### src/rtl/sio_ate_pkg.sv
// Shared types and constants for the SioATE serial receiver.
package sio_ate_pkg;

  typedef enum logic [1:0] {
    HUNT = 2'd0,
    DATA = 2'd1,
    STOP = 2'd2
  } state_t;

  localparam int   DATA_W_DEF    = 10;
  localparam int   MIN_ZEROS_DEF = 16;
  localparam logic START_BIT     = 1'b1;
  localparam logic IDLE_BIT      = 1'b0;

endpackage

### src/rtl/sio_zero_run_ctr.sv
// Saturating idle-run counter; clear wins over load-1, load-1 wins over increment.
module sio_zero_run_ctr #(
  parameter int MAX = 16
) (
  input  logic clk,
  input  logic rst_n,
  input  logic inc,
  input  logic clr,
  input  logic load1,
  output logic sat
);

  localparam int W = $clog2(MAX + 1);

  logic [W-1:0] cnt;

  always_ff @(posedge clk or negedge rst_n) begin
    if (!rst_n) begin
      cnt <= '0;
    end else if (clr) begin
      cnt <= '0;
    end else if (load1) begin
      cnt <= W'(1);
    end else if (inc && !sat) begin
      cnt <= cnt + 1'b1;
    end
  end

  assign sat = (cnt == W'(MAX));

endmodule

### src/rtl/sio_ate_rx.sv
// SioATE single-pin stream receiver: hunts for an idle run, decodes LSB-first words, flags bad stop bits.
// Optional word compare against ExpWord with a saturating mismatch counter when SIO_RX_COMPARE_EN is defined.
module sio_ate_rx
  import sio_ate_pkg::*;
#(
  parameter int DATA_W    = DATA_W_DEF,
  parameter int MIN_ZEROS = MIN_ZEROS_DEF
) (
  input  logic              SioClk,
  input  logic              SioRst_n,
  input  logic              SioDat,
`ifdef SIO_RX_COMPARE_EN
  input  logic [DATA_W-1:0] ExpWord,
  output logic [15:0]       MismatchCnt,
`endif
  output logic [DATA_W-1:0] RxWord,
  output logic              RxValid,
  output logic              FrameErr,
  output logic              Locked
);

  localparam int BW = $clog2(DATA_W + 1);

  logic              dat_p0;
  state_t            state;
  logic [BW-1:0]     bitcnt;
  logic [DATA_W-1:0] shift;
  logic              zr_inc, zr_clr, zr_load1, zr_sat;

  // stage 0: input register
  always_ff @(posedge SioClk or negedge SioRst_n) begin
    if (!SioRst_n) dat_p0 <= 1'b0;
    else           dat_p0 <= SioDat;
  end

  // A stop bit doubles as the first zero of the next idle run.
  always_comb begin
    zr_inc   = 1'b0;
    zr_clr   = 1'b0;
    zr_load1 = 1'b0;
    case (state)
      HUNT: begin
        if (dat_p0 == IDLE_BIT) zr_inc = 1'b1;
        else                    zr_clr = 1'b1;
      end
      DATA: ;
      STOP: begin
        if (dat_p0 == IDLE_BIT) zr_load1 = 1'b1;
        else                    zr_clr   = 1'b1;
      end
      default: zr_clr = 1'b1;
    endcase
  end

  sio_zero_run_ctr #(.MAX(MIN_ZEROS)) u_zrun (
    .clk   (SioClk),
    .rst_n (SioRst_n),
    .inc   (zr_inc),
    .clr   (zr_clr),
    .load1 (zr_load1),
    .sat   (zr_sat)
  );

  // stage 1: frame FSM with registered outputs
  always_ff @(posedge SioClk or negedge SioRst_n) begin
    if (!SioRst_n) begin
      state    <= HUNT;
      bitcnt   <= '0;
      shift    <= '0;
      RxWord   <= '0;
      RxValid  <= 1'b0;
      FrameErr <= 1'b0;
      Locked   <= 1'b0;
    end else begin
      RxValid  <= 1'b0;
      FrameErr <= 1'b0;
      case (state)
        HUNT: begin
          if (dat_p0 == START_BIT && zr_sat) begin
            bitcnt <= '0;
            state  <= DATA;
          end
        end
        DATA: begin
          shift  <= {dat_p0, shift[DATA_W-1:1]};
          bitcnt <= bitcnt + 1'b1;
          if (bitcnt == BW'(DATA_W - 1)) state <= STOP;
        end
        STOP: begin
          if (dat_p0 == IDLE_BIT) begin
            RxWord  <= shift;
            RxValid <= 1'b1;
            Locked  <= 1'b1;
          end else begin
            FrameErr <= 1'b1;
            Locked   <= 1'b0;
          end
          state <= HUNT;
        end
        default: state <= HUNT;
      endcase
    end
  end

`ifdef SIO_RX_COMPARE_EN
  always_ff @(posedge SioClk or negedge SioRst_n) begin
    if (!SioRst_n) begin
      MismatchCnt <= '0;
    end else if (state == STOP && (dat_p0 != IDLE_BIT || shift != ExpWord)
                 && MismatchCnt != 16'hFFFF) begin
      MismatchCnt <= MismatchCnt + 16'd1;
    end
  end
`endif

endmodule

### config.mk
export PLATFORM = sky130hd
export DESIGN_NAME = sio_ate_rx
export DESIGN_NICKNAME = d
export VERILOG_FILES = /design/src/rtl/sio_ate_pkg.sv /design/src/rtl/sio_zero_run_ctr.sv /design/src/rtl/sio_ate_rx.sv
export SDC_FILE = /design/constraint.sdc
export NUM_CORES = 1
export LEC_CHECK = 0
export ABC_AREA = 1
export ABC_CLOCK_PERIOD_IN_PS = 1460
export CORE_MARGIN = 1.5
export CORE_UTILIZATION = 55
export CTS_BUF_LIST = sky130_fd_sc_hd__clkbuf_16
export CTS_CLUSTER_SIZE = 24
export DETAILED_ROUTE_END_ITERATION = 10
export HOLD_SLACK_MARGIN = 0.1
export PLACE_DENSITY = 0.76
export SLEW_MARGIN = 20
export SYNTH_ARGS = -nofsm -noshare
export SYNTH_HDL_FRONTEND = slang
export SYNTH_SLANG_ARGS = --single-unit
export TNS_END_PERCENT = 50
### constraint.sdc
create_clock -name SioClk -period 1.46 [get_ports SioClk]
set_input_delay 0.146 -clock SioClk [delete_from_list [all_inputs] [get_ports SioClk]]
set_output_delay 0.146 -clock SioClk [all_outputs]
set_load 0.01 [all_outputs]
==> impl_results.md, run 1 <==
- Xor/xnor cell area share of the yosys netlist: 0.5499%
- Routed len/inst: 12.35 um
- Reg area: 875.8 sq um
- Worst R2R Start: u_zrun.cnt[0]
- 1st-pass router iterations: 4
- Post-route ant nets: 0
- Top cells by area, synth: dfrtp_1 (55%), nand2_1 (8.2%), o21ai_2 (4.9%)
- Mux contribution to synthesized area: 0%
- Syn_area_per_cell: 9.425 sq um
- CTS sink cnt: 35
- Reg power frac: 48.5%
- Largest net degree at the start of global routing: 36
- Synth Warn #: 0
- CP Data Required Time: 1.62 ns
- Clock power share: between 40% and 50%
- Area Overhead vs Synth: 20.19%
- First-pass GRT wire length: about 4700 um
- Core area: 2758 sq um
- Crit-path max FO: 5
- Netlist Area Pre-Place: roughly 1600 sq um
- CP Capture Type: flop
- Die Area: 3228 sq um
- Worst VDD drop: ~0.0011 V
- Multi-input logic area: roughly 600 sq um
- Final setup margin: 0.1037 ns
- Root buf cell: clkbuf_16
- # setup viols final: 0
- Row count: 19
- Fin. Hold Viols: 0
- Final nets: 197
- Post-synthesis sequential area ratio: 54.99%
- I/O pins: 16
- Hold WC Path Type: in2async
- Pint: 1.629 mW
- Pre-CTS setup slack: ~0.12 ns
- Gr ovfl total: 0
- Startpoint types: flop
- Iteration-0 DRC Markers: 18
- Power Dens Cells: about 1100 nW/um^2
- GR Util All Layers: 19.58%
- End of the worst register-to-register path: bitcnt[3]
- Post-synth top area cell: dfrtp_1
- Syn Nets: 176
- Initial antenna violation count: 0
- Register clock-pin slew on the reported worst setup and hold paths: 0.05 ns
- R2R setup slack: 0.10 ns
- Total Power: 2.062 mW
- Vias in the first global route: 1080
- DRC: 0
- Max frequency: between 700 and 800 MHz
- Hpwl dp: around 1900 um
- Number of setup buffers added after CTS: 0
- Port buffer count: 15
- Area fraction in compound gates after synthesis: 10.53%
- Post-Synth Adder-Cell Area: 3.142%
- Fraction of layout cells with a size suffix above 1: 22.51%
- Final Skew: 0.003418 ns
- Final critical-path share of the clock period: between 90% and 100%
- Net Sw Frac: 20.98%
- Die H: 56.82 um
- Routability cong.: 0.7178
- Max_slew headroom: about 68%
- Leakage: 0.9070 nW
- Slew Limit Fails: 0
- H-tree Lvls: 2
- P_sw: 0.4325 mW
- Reg2Reg Depth: 7
- Crit path time final: 1.356 ns
- Crit path DAT: roughly 1.5 ns
- Seq cells post-synth: 35
- Netlist cell types: 19
- WHS: 0.2798 ns
- Yosys top cell area share: 54.99%
- Post-Route WL: 2741 um
- Slew @ Worst Pin: 0.4858 ns
- DR vias: roughly 1200
- Die Wd: ~57 um
- Clock Tree Buf Depth: 2
- Simple-gate area share of the yosys netlist: a little under a quarter
- Critical path type: reg2reg
- CTS tree: done
- Main combinational cell family by area after synthesis: simple AND/OR/NAND/NOR gates
- Comb pwr share: 3.9%
- Starting density of the core: 57.76%
- Maxcap violations: 0
- Post-Syn Instances: 169
- Routed vias/inst: 5.194
- Layout filler cell count: 203
- Inserted Diodes: 0
- Num CTS Buffers: 5
- Worst-skew pair later-pin latency: 0.28 ns
- Status: finished clean
- RSZ-0062 raised after global routing: yes
## layout make-up
type                    count  area share, %
flip-flops and latches     35          45.75
clock buffers               5          6.536
clock inverters             3         0.6536
inverters                  24          4.706
well taps                  31          2.026
multi-input cells         105          30.91
repair buffers             19          9.412
## registers in the layout (all words and copies together) (netlist names)
name        cells
RxValid         1
dat_p0          1
RxWord         10
shift          10
Locked          1
FrameErr        1
bitcnt          4
u_zrun.cnt      5
state           2
## cell usage in the layout (no fill, tap or decap), types with 2 or more instances in the layout
cell and count:
nor2_4 3, buf_4 4, o21ai_1 13, inv_2 5
nand3_1 10, clkbuf_16 5, a21oi_1 3, nor2_1 6
dfrtp_1 35, or2_0 2, nand2_2 11, inv_1 21
nand4_1 4, clkdlybuf4s50_1 15, o21ai_2 9, nand2_1 34
nor2_2 4, ha_1 4
## synth_stat cells
cell type and instances:
inv_2 5, o21ai_1 13, nand4_1 4, nor2_4 3
nand3_1 10, nand2_2 10, buf_6 2, nor2_2 4
xor2_1 1, dfrtp_1 35, buf_2 3, nand2_1 35
nor2_1 6, a21oi_1 3, or2_0 2, a21oi_2 1
inv_1 19, ha_1 4, o21ai_2 9
## metal layers
metal	GRT usage (%)	vias to the layer above	routed length, um
met2	32.06	27	1342
met5	0	-	0
met1	23.54	550	1212
met4	10.96	0	65
li1	-	570	-
met3	4.839	6	120
## worst max-delay path, stage by stage, from the launching register on
cell and delay, ns:
dfrtp_1 0.42, inv_1 0.09, ha_1 0.15, nand2_1 0.05, inv_1 0.09, nand4_1 0.23
nand3_1 0.15, nand2_1 0.06
## per-stage QoR
| stage | std cells | utilization (%) | cell area [sq um] | setup TNS, ns |
|---|---|---|---|---|
| floorplan | 169 | - | 1593 | 0 |
| global placement | 214 | 64.34 | 1774 | 0 |
| detailed placement | 214 | 64.34 | 1774 | 0 |
| CTS | 222 | 69.33 | 1912 | 0 |
| global route | 222 | 69.42 | 1914 | -0.02670 |
| finish | 222 | 69.42 | 1914 | 0 |
## worst max-delay path by stage
stage | cells past startpoint | slack, ns | start | endpoint
floorplan | 8 | 0.26 | u_zrun.cnt[0] | u_zrun.cnt[0]
global placement | 8 | 0.15 | u_zrun.cnt[0] | u_zrun.cnt[0]
detailed placement | 8 | 0.12 | u_zrun.cnt[0] | u_zrun.cnt[0]
CTS | 1 | 0.10 | RxWord[2] | RxWord[2]
global route | 7 | -0.03 | u_zrun.cnt[0] | bitcnt[1]
finish | 7 | 0.10 | u_zrun.cnt[0] | bitcnt[3]
## timing repair
action,CTS,global route
endpoints found under the hold margin,0,0
hold buffers,0,0
resized for setup,0,1
endpoints found under the setup margin,0,6
## cells by family (layout without fill, tap and decap cells)
kind of cell | count (synthesis) | after routing
compound gates | 26 | 26
xor+xnor | 1 | 1
simple gates | 74 | 74
flops | 35 | 35
buf+inv | 29 | 51
fa+ha+maj | 4 | 4
## power groups by stage
stage	logic, mW	clock network [mW]	registers, mW
floorplan	0.0443	0	1.01
global placement	0.0788	0	1.02
detailed placement	0.0815	0	1.02
CTS	0.0822	0.997	1.00
global route	0.0942	1.02	1.00
finish	0.0814	0.980	1.00
Note: power is estimated with default switching activity, not from simulation.
==> inputs of run 2 (changes only) <==
--- a/config.mk
+++ b/config.mk
@@ -6,14 +6,13 @@
 export NUM_CORES = 1
 export LEC_CHECK = 0
 export ABC_AREA = 1
-export ABC_CLOCK_PERIOD_IN_PS = 1460
-export CORE_MARGIN = 1.5
-export CORE_UTILIZATION = 55
+export ABC_CLOCK_PERIOD_IN_PS = 1200
+export CORE_UTILIZATION = 50
 export CTS_BUF_LIST = sky130_fd_sc_hd__clkbuf_16
 export CTS_CLUSTER_SIZE = 24
 export DETAILED_ROUTE_END_ITERATION = 10
 export HOLD_SLACK_MARGIN = 0.1
-export PLACE_DENSITY = 0.76
+export PLACE_DENSITY = 0.73
 export SLEW_MARGIN = 20
 export SYNTH_ARGS = -nofsm -noshare
 export SYNTH_HDL_FRONTEND = slang
==> constraint.sdc (replaced) <==
create_clock -name SioClk -period 1.2 [get_ports SioClk]
set_input_delay 0.12 -clock SioClk [delete_from_list [all_inputs] [get_ports SioClk]]
set_output_delay 0.12 -clock SioClk [all_outputs]
set_load 0.01 [all_outputs]
==> run 2 against run 1 <==
  * The run now ends with negative setup slack left
  * Cell count increased by 11%
  * Critical path type unchanged
  * Global-route usage rose by 0.90 points
  * Highest routed layer unchanged
  * Critical endpoint is now bitcnt[0]
  * First-iteration DRC count grew to 2.8 times the previous value
==> impl_results.md, run 2 (same netlist as run 1, synthesis figures left out) <==
- Status: finished with violations
- Failing checks: negative setup slack
- Leading cell type in the layout, fill and taps excluded: dfrtp_1
- Routed vias/inst: 4.886
- Crit-path max FO: 5
- # setup viols final: 5
- Final Skew: 0.004366 ns
- H-tree Lvls: 2
- Max_slew headroom: 82.80%
- Inserted Diodes: 0
- Pre-CTS setup slack: -0.09006 ns
- Port buffer count: 15
- Row count: 20
- Routability cong.: approximately 0.84
- Final setup margin: -0.07033 ns
- Fraction of layout cells with a size suffix above 1: between 30% and 40%
- RSZ-0062 raised after global routing: yes
- Crit path time final: around 1.3 ns
- Worst VDD drop: 0.001021 V
- Comb pwr share: 6.2%
- Critical path type: reg2reg
- Final critical-path share of the clock period: 105.9%
- Reg2Reg Depth: 7
- Routed len/inst: ~12 um
- Num CTS Buffers: 5
- End of the worst register-to-register path: bitcnt[0]
- Net Sw Frac: 20.58%
- CTS sink cnt: 35
- GR Util All Layers: between 20% and 30%
- Vias in the first global route: 1173
- Final nets: between 200 and 250
- CP Capture Type: flop
- Reg power frac: ~43%
- Root buf cell: clkbuf_16
- Top flop regs: RxWord: 10 flops, shift: 10 flops, u_zrun.cnt: 5 flops
- Crit path DAT: 1.44 ns
- Die H: 58.44 um
- Post-Route WL: 2968 um
- Area Overhead vs Synth: 31.42%
- Starting density of the core: 52.60%
- I/O pins: 16
- CTS tree: done
- R2R setup slack: -0.07 ns
- Hold WC Path Type: in2async
- Die Wd: 58.44 um
- Maxcap violations: 0
- Final core occ: 69.13%
- Register clock-pin slew on the reported worst setup and hold paths: 0.06 ns
- Die Area: 3415 sq um
- Max frequency: ~790 MHz
- Hold-fix buffer count after cts: 0
- 1st-pass router iterations: 4
- Layout Cells excl Fill: between 200 and 250
- Power Dens Cells: 1350 nW/um^2
- Fin. Hold Viols: 0
- Hpwl dp: ~2000 um
- Worst-skew pair later-pin latency: between 0.2 and 0.3 ns
- First-pass GRT wire length: ~5000 um
- WHS: approximately 0.22 ns
- Core area: 3028 sq um
- Post-route ant nets: 0
- Largest net degree at the start of global routing: 36
- DRC: 0
- Placed insts: 236
- DR vias: 1202
- Iteration-0 DRC Markers: 50
- Leakage: 1.045 nW
- Worst R2R Start: u_zrun.cnt[1]
- Slew Limit Fails: 0
- Gr ovfl total: 0
- Pint: between 2 and 2.5 mW
- Clock Tree Buf Depth: 2
- P_sw: 0.5818 mW
- Initial antenna violation count: 0
- CP Data Required Time: 1.37 ns
- Startpoint types: flop
- Slew @ Worst Pin: about 0.26 ns
- Most frequent cells in the layout: dfrtp_1 (35), nand2_1 (32), inv_1 (16), o21ai_1 (13), dlygate4sd2_1 (13)
- Clock power share: 51.0%
run 2: power groups by stage:
stage	combinational (mW)	clock, mW	sequential [mW]
finish	0.176	1.44	1.21
floorplan	0.0539	0	1.23
global route	0.197	1.52	1.21
global placement	0.128	0	1.23
CTS	0.153	1.47	1.21
detailed placement	0.138	0	1.23
run 2: worst max path at each step:
stage,slack [ns],end,start
3_3_place_gp,-0.02,u_zrun.cnt[2],u_zrun.cnt[0]
4_1_cts,-0.03,bitcnt[2],u_zrun.cnt[0]
5_1_grt,-0.13,bitcnt[3],u_zrun.cnt[0]
6_report,-0.07,bitcnt[0],u_zrun.cnt[1]
3_5_place_dp,-0.09,u_zrun.cnt[0],u_zrun.cnt[1]
2_1_floorplan,0.004,u_zrun.cnt[0],u_zrun.cnt[0]
run 2: worst max-delay path, stage by stage, from the launching register on:
cell     delay [ns]
dfrtp_1        0.39
inv_2          0.08
ha_4           0.13
nand2_2        0.05
inv_2          0.07
nand4_1        0.22
nand3_1        0.17
nand2_1        0.06
run 2: layout make-up:
type | count | area, sq um
Clock buffer | 5 | 125.1
Clock inverter | 3 | 38.79
Fill cell | 228 | 934.6
Inverter | 24 | 90.09
Multi-Input combinational cell | 105 | 624.3
Sequential cell | 35 | 875.8
Tap cell | 44 | 55.05
Timing Repair Buffer | 30 | 284.0
run 2: through the flow:
| stage | power (mW) | cell area, sq um | TNS, ns |
|---|---|---|---|
| CTS | 2.832 | 2063 | -0.09030 |
| global placement | 1.357 | 1896 | -0.05512 |
| detailed placement | 1.369 | 1896 | -0.4189 |
| floorplan | 1.287 | 1593 | 0 |
| global route | 2.930 | 2093 | -0.7341 |
| finish | 2.827 | 2093 | -0.2202 |
run 2: layer usage:
layer	GRT usage [%]	vias to the layer above	part of all wire, %
li1	-	603	-
met1	22.53	569	44
met2	33.66	20	49
met3	9.011	10	3.8
met4	10.54	0	2.9
met5	0	-	0
run 2: what timing repair did:
action / 4_1_cts / 5_1_grt
buffers inserted: 2 / 0
endpoints found under the setup margin: 22 / 10
gates resized for setup: 17 / 8
pin swaps: 1 / 10
cloned: 0 / 0
==> inputs of run 3 (changes only) <==
--- a/config.mk
+++ b/config.mk
@@ -6,13 +6,13 @@
 export NUM_CORES = 1
 export LEC_CHECK = 0
 export ABC_AREA = 1
-export ABC_CLOCK_PERIOD_IN_PS = 1200
-export CORE_UTILIZATION = 50
+export ABC_CLOCK_PERIOD_IN_PS = 1600
+export CORE_UTILIZATION = 55
 export CTS_BUF_LIST = sky130_fd_sc_hd__clkbuf_16
 export CTS_CLUSTER_SIZE = 24
 export DETAILED_ROUTE_END_ITERATION = 10
 export HOLD_SLACK_MARGIN = 0.1
-export PLACE_DENSITY = 0.73
+export PLACE_DENSITY = 0.76
 export SLEW_MARGIN = 20
 export SYNTH_ARGS = -nofsm -noshare
 export SYNTH_HDL_FRONTEND = slang
==> constraint.sdc (replaced) <==
create_clock -name SioClk -period 1.6 [get_ports SioClk]
set_input_delay 0.16 -clock SioClk [delete_from_list [all_inputs] [get_ports SioClk]]
set_output_delay 0.16 -clock SioClk [all_outputs]
set_load 0.01 [all_outputs]
==> run 3 against run 2 <==
  * The flow now finishes without violations
  * Hold slack improved by 0.067 ns
  * Via count decreased by 7.9%
  * Cell count shrank 11%
  * Global-route usage down 0.16 points
  * Total power fell by 34%
  * Critical path depth is 1 higher
  * Maximum frequency shrank 8.4%
==> impl_results.md, run 3 (same netlist as run 1, synthesis figures left out) <==
- Crit path time final: 1.388 ns
- RSZ-0062 raised after global routing: no
- Die Wd: ~56 um
- Initial antenna violation count: 0
- CTS tree: done
- Clock Tree Buf Depth: 2
- Startpoint types: flop
- Final Skew: 0.002449 ns
- Vias in the first global route: between 1000 and 1500
- Cts repair resizes: 0
- Worst Setup SP: u_zrun.cnt[0]
- Layout filler cell count: 226
- CP Capture Type: flop
- Number of setup buffers added after CTS: 0
- Post-Route WL: roughly 2700 um
- Final core occ: 68.65%
- Worst-skew pair later-pin latency: 0.27 ns
- Maxcap violations: 0
- Routability cong.: 0.7486
- Status: finished clean
- Gr ovfl total: 0
- Area Overhead vs Synth: 18.85%
- DR vias: roughly 1100
- GR Util All Layers: 20.32%
- Slew @ Worst Pin: between 0.4 and 0.5 ns
- Iteration-0 DRC Markers: 32
- Final setup TNS: 0 ns
- Top flop regs: RxWord: 10 flops, shift: 10 flops, u_zrun.cnt: 5 flops
- Critical Path Max Stage Delay: 0.39 ns
- Slew Limit Fails: 0
- Routed vias/inst: 5.055
- I/O pins: 16
- Final nets: 195
- Buf/Inv on CP: 2
- CTS sink cnt: 35
- Hold WC Path Type: in2async
- Layout Cells excl Fill: ~220
- Max_slew headroom: around two thirds
- Placed Instance Area: 1759 sq um
- Starting density of the core: between 50% and 60%
- Hold-fix buffer count after cts: 0
- Critical path type: reg2reg
- Largest net degree at the start of global routing: 36
- Cell Chain, Critical Path: inv_1, ha_1, nand2_1, inv_1, nand2_1, nand2_1, nand3_1, nand2_1
- Placed insts: 212
- Worst R2R Start: u_zrun.cnt[0]
- Max stage delay cell, worst path: dfrtp_1
- Post-route ant nets: 0
- Max frequency: 720.7 MHz
- Leakage: 0.8871 nW
- Fraction of layout cells with a size suffix above 1: 21.28%
- Fin. Hold Viols: 0
- Inserted Diodes: 0
- Row count: 19
- Port buffer count: 15
- 1st-pass router iterations: 4
- Most frequent cells in the layout: dfrtp_1 (35), nand2_1 (35), inv_1 (19), clkdlybuf4s50_1 (15), o21ai_1 (13)
- Final critical-path share of the clock period: 86.72%
- Crit-path max FO: 7
- Final non-filler cell area: 1893 sq um
- Crit path max-delay family: simple AND/OR/NAND/NOR gates
- Num CTS Buffers: 5
- Die H: 55.82 um
- Register clock-pin slew on the reported worst setup and hold paths: 0.05 ns
- Core area: 2758 sq um
- H-tree Lvls: 2
- Power Dens Cells: 991.3 nW/um^2
- Crit path DAT: 1.55 ns
- # setup viols final: 0
- Root buf cell: clkbuf_16
- CP most frequent cell: nand2_1
- Worst VDD drop: 0.001045 V
- DRC: 0
- CP Data Required Time: approximately 1.8 ns
- Hpwl dp: about 1800 um
- First-pass GRT wire length: slightly below 5000 um
- Routed len/inst: ~12 um
- Die Area: 3115 sq um
==> run 3: cell types whose count changed in the layout (fill, tap and decap cells not counted), moves of 2 or more <==
cell,before,now
buf_12,3,0
buf_4,12,2
clkdlybuf4s50_1,2,15
dlygate4sd2_1,13,0
ha_1,2,4
inv_1,16,19
inv_2,8,5
nand2_1,32,35
nand2_4,2,0
==> run 3: worst paths after layout <==
check	cells after the start	slack, ns	end
worst max-delay path	8	0.21	u_zrun.cnt[1]
worst min-delay path	2	0.28	RxWord[6]
worst max register to register	8	0.21	u_zrun.cnt[1]
worst min register to register	2	0.48	RxWord[0]
max in group asynchronous	2	1.00	Locked
min in group SioClk	1	0.32	dat_p0
==> run 3: routing by layer <==
metal	share of wire (%)	wire length [um]	global-route usage [%]	up-vias
met2	47	1265	33.73	26
met4	2.0	54	8.014	0
li1	-	-	-	567
met3	4.3	114	6.512	8
met5	0	0	0	-
met1	46	1232	24.76	506
==> run 3: report_power, final <==
| part | switching [mW] | internal [mW] | leakage, nW |
|---|---|---|---|
| Combinational | 0.0459 | 0.0263 | 0.336 |
| Clock | 0.332 | 0.558 | 0.0671 |
| Sequential | 0.0156 | 0.898 | 0.484 |
==> run 3: layout make-up <==
| type | instances | area (sq um) | share of cell area, % |
|---|---|---|---|
| clock buffer | 5 | 125.1 | 6.609 |
| tap | 31 | 38.79 | 2.049 |
| timing repair buffer | 17 | 165.2 | 8.724 |
| sequential | 35 | 875.8 | 46.27 |
| clock inverter | 2 | 8.758 | 0.4627 |
| multi-input combinational | 105 | 589.3 | 31.13 |
| inverter | 24 | 90.09 | 4.759 |
==> run 3: metrics by stage <==
step,worst slack [ns],hold WS [ns],power (mW)
final,0.2124,0.2838,1.877
after global routing,0.1264,0.3259,1.933
after CTS,0.2160,0.3045,1.899
after detailed placement,0.2416,0.4703,1.001
after global placement,0.2873,0.4708,0.9980
after floorplan,0.4035,-0.1356,0.9650
==> run 3: worst reg2reg max path, delay by kind of cell, from the launching register on <==
kind | cells | cell delay (ns)
adder cells (fa/ha/maj) | 1 | 0.20
buffers and inverters | 2 | 0.13
flip-flops | 1 | 0.39
AND/OR/NAND/NOR | 5 | 0.56
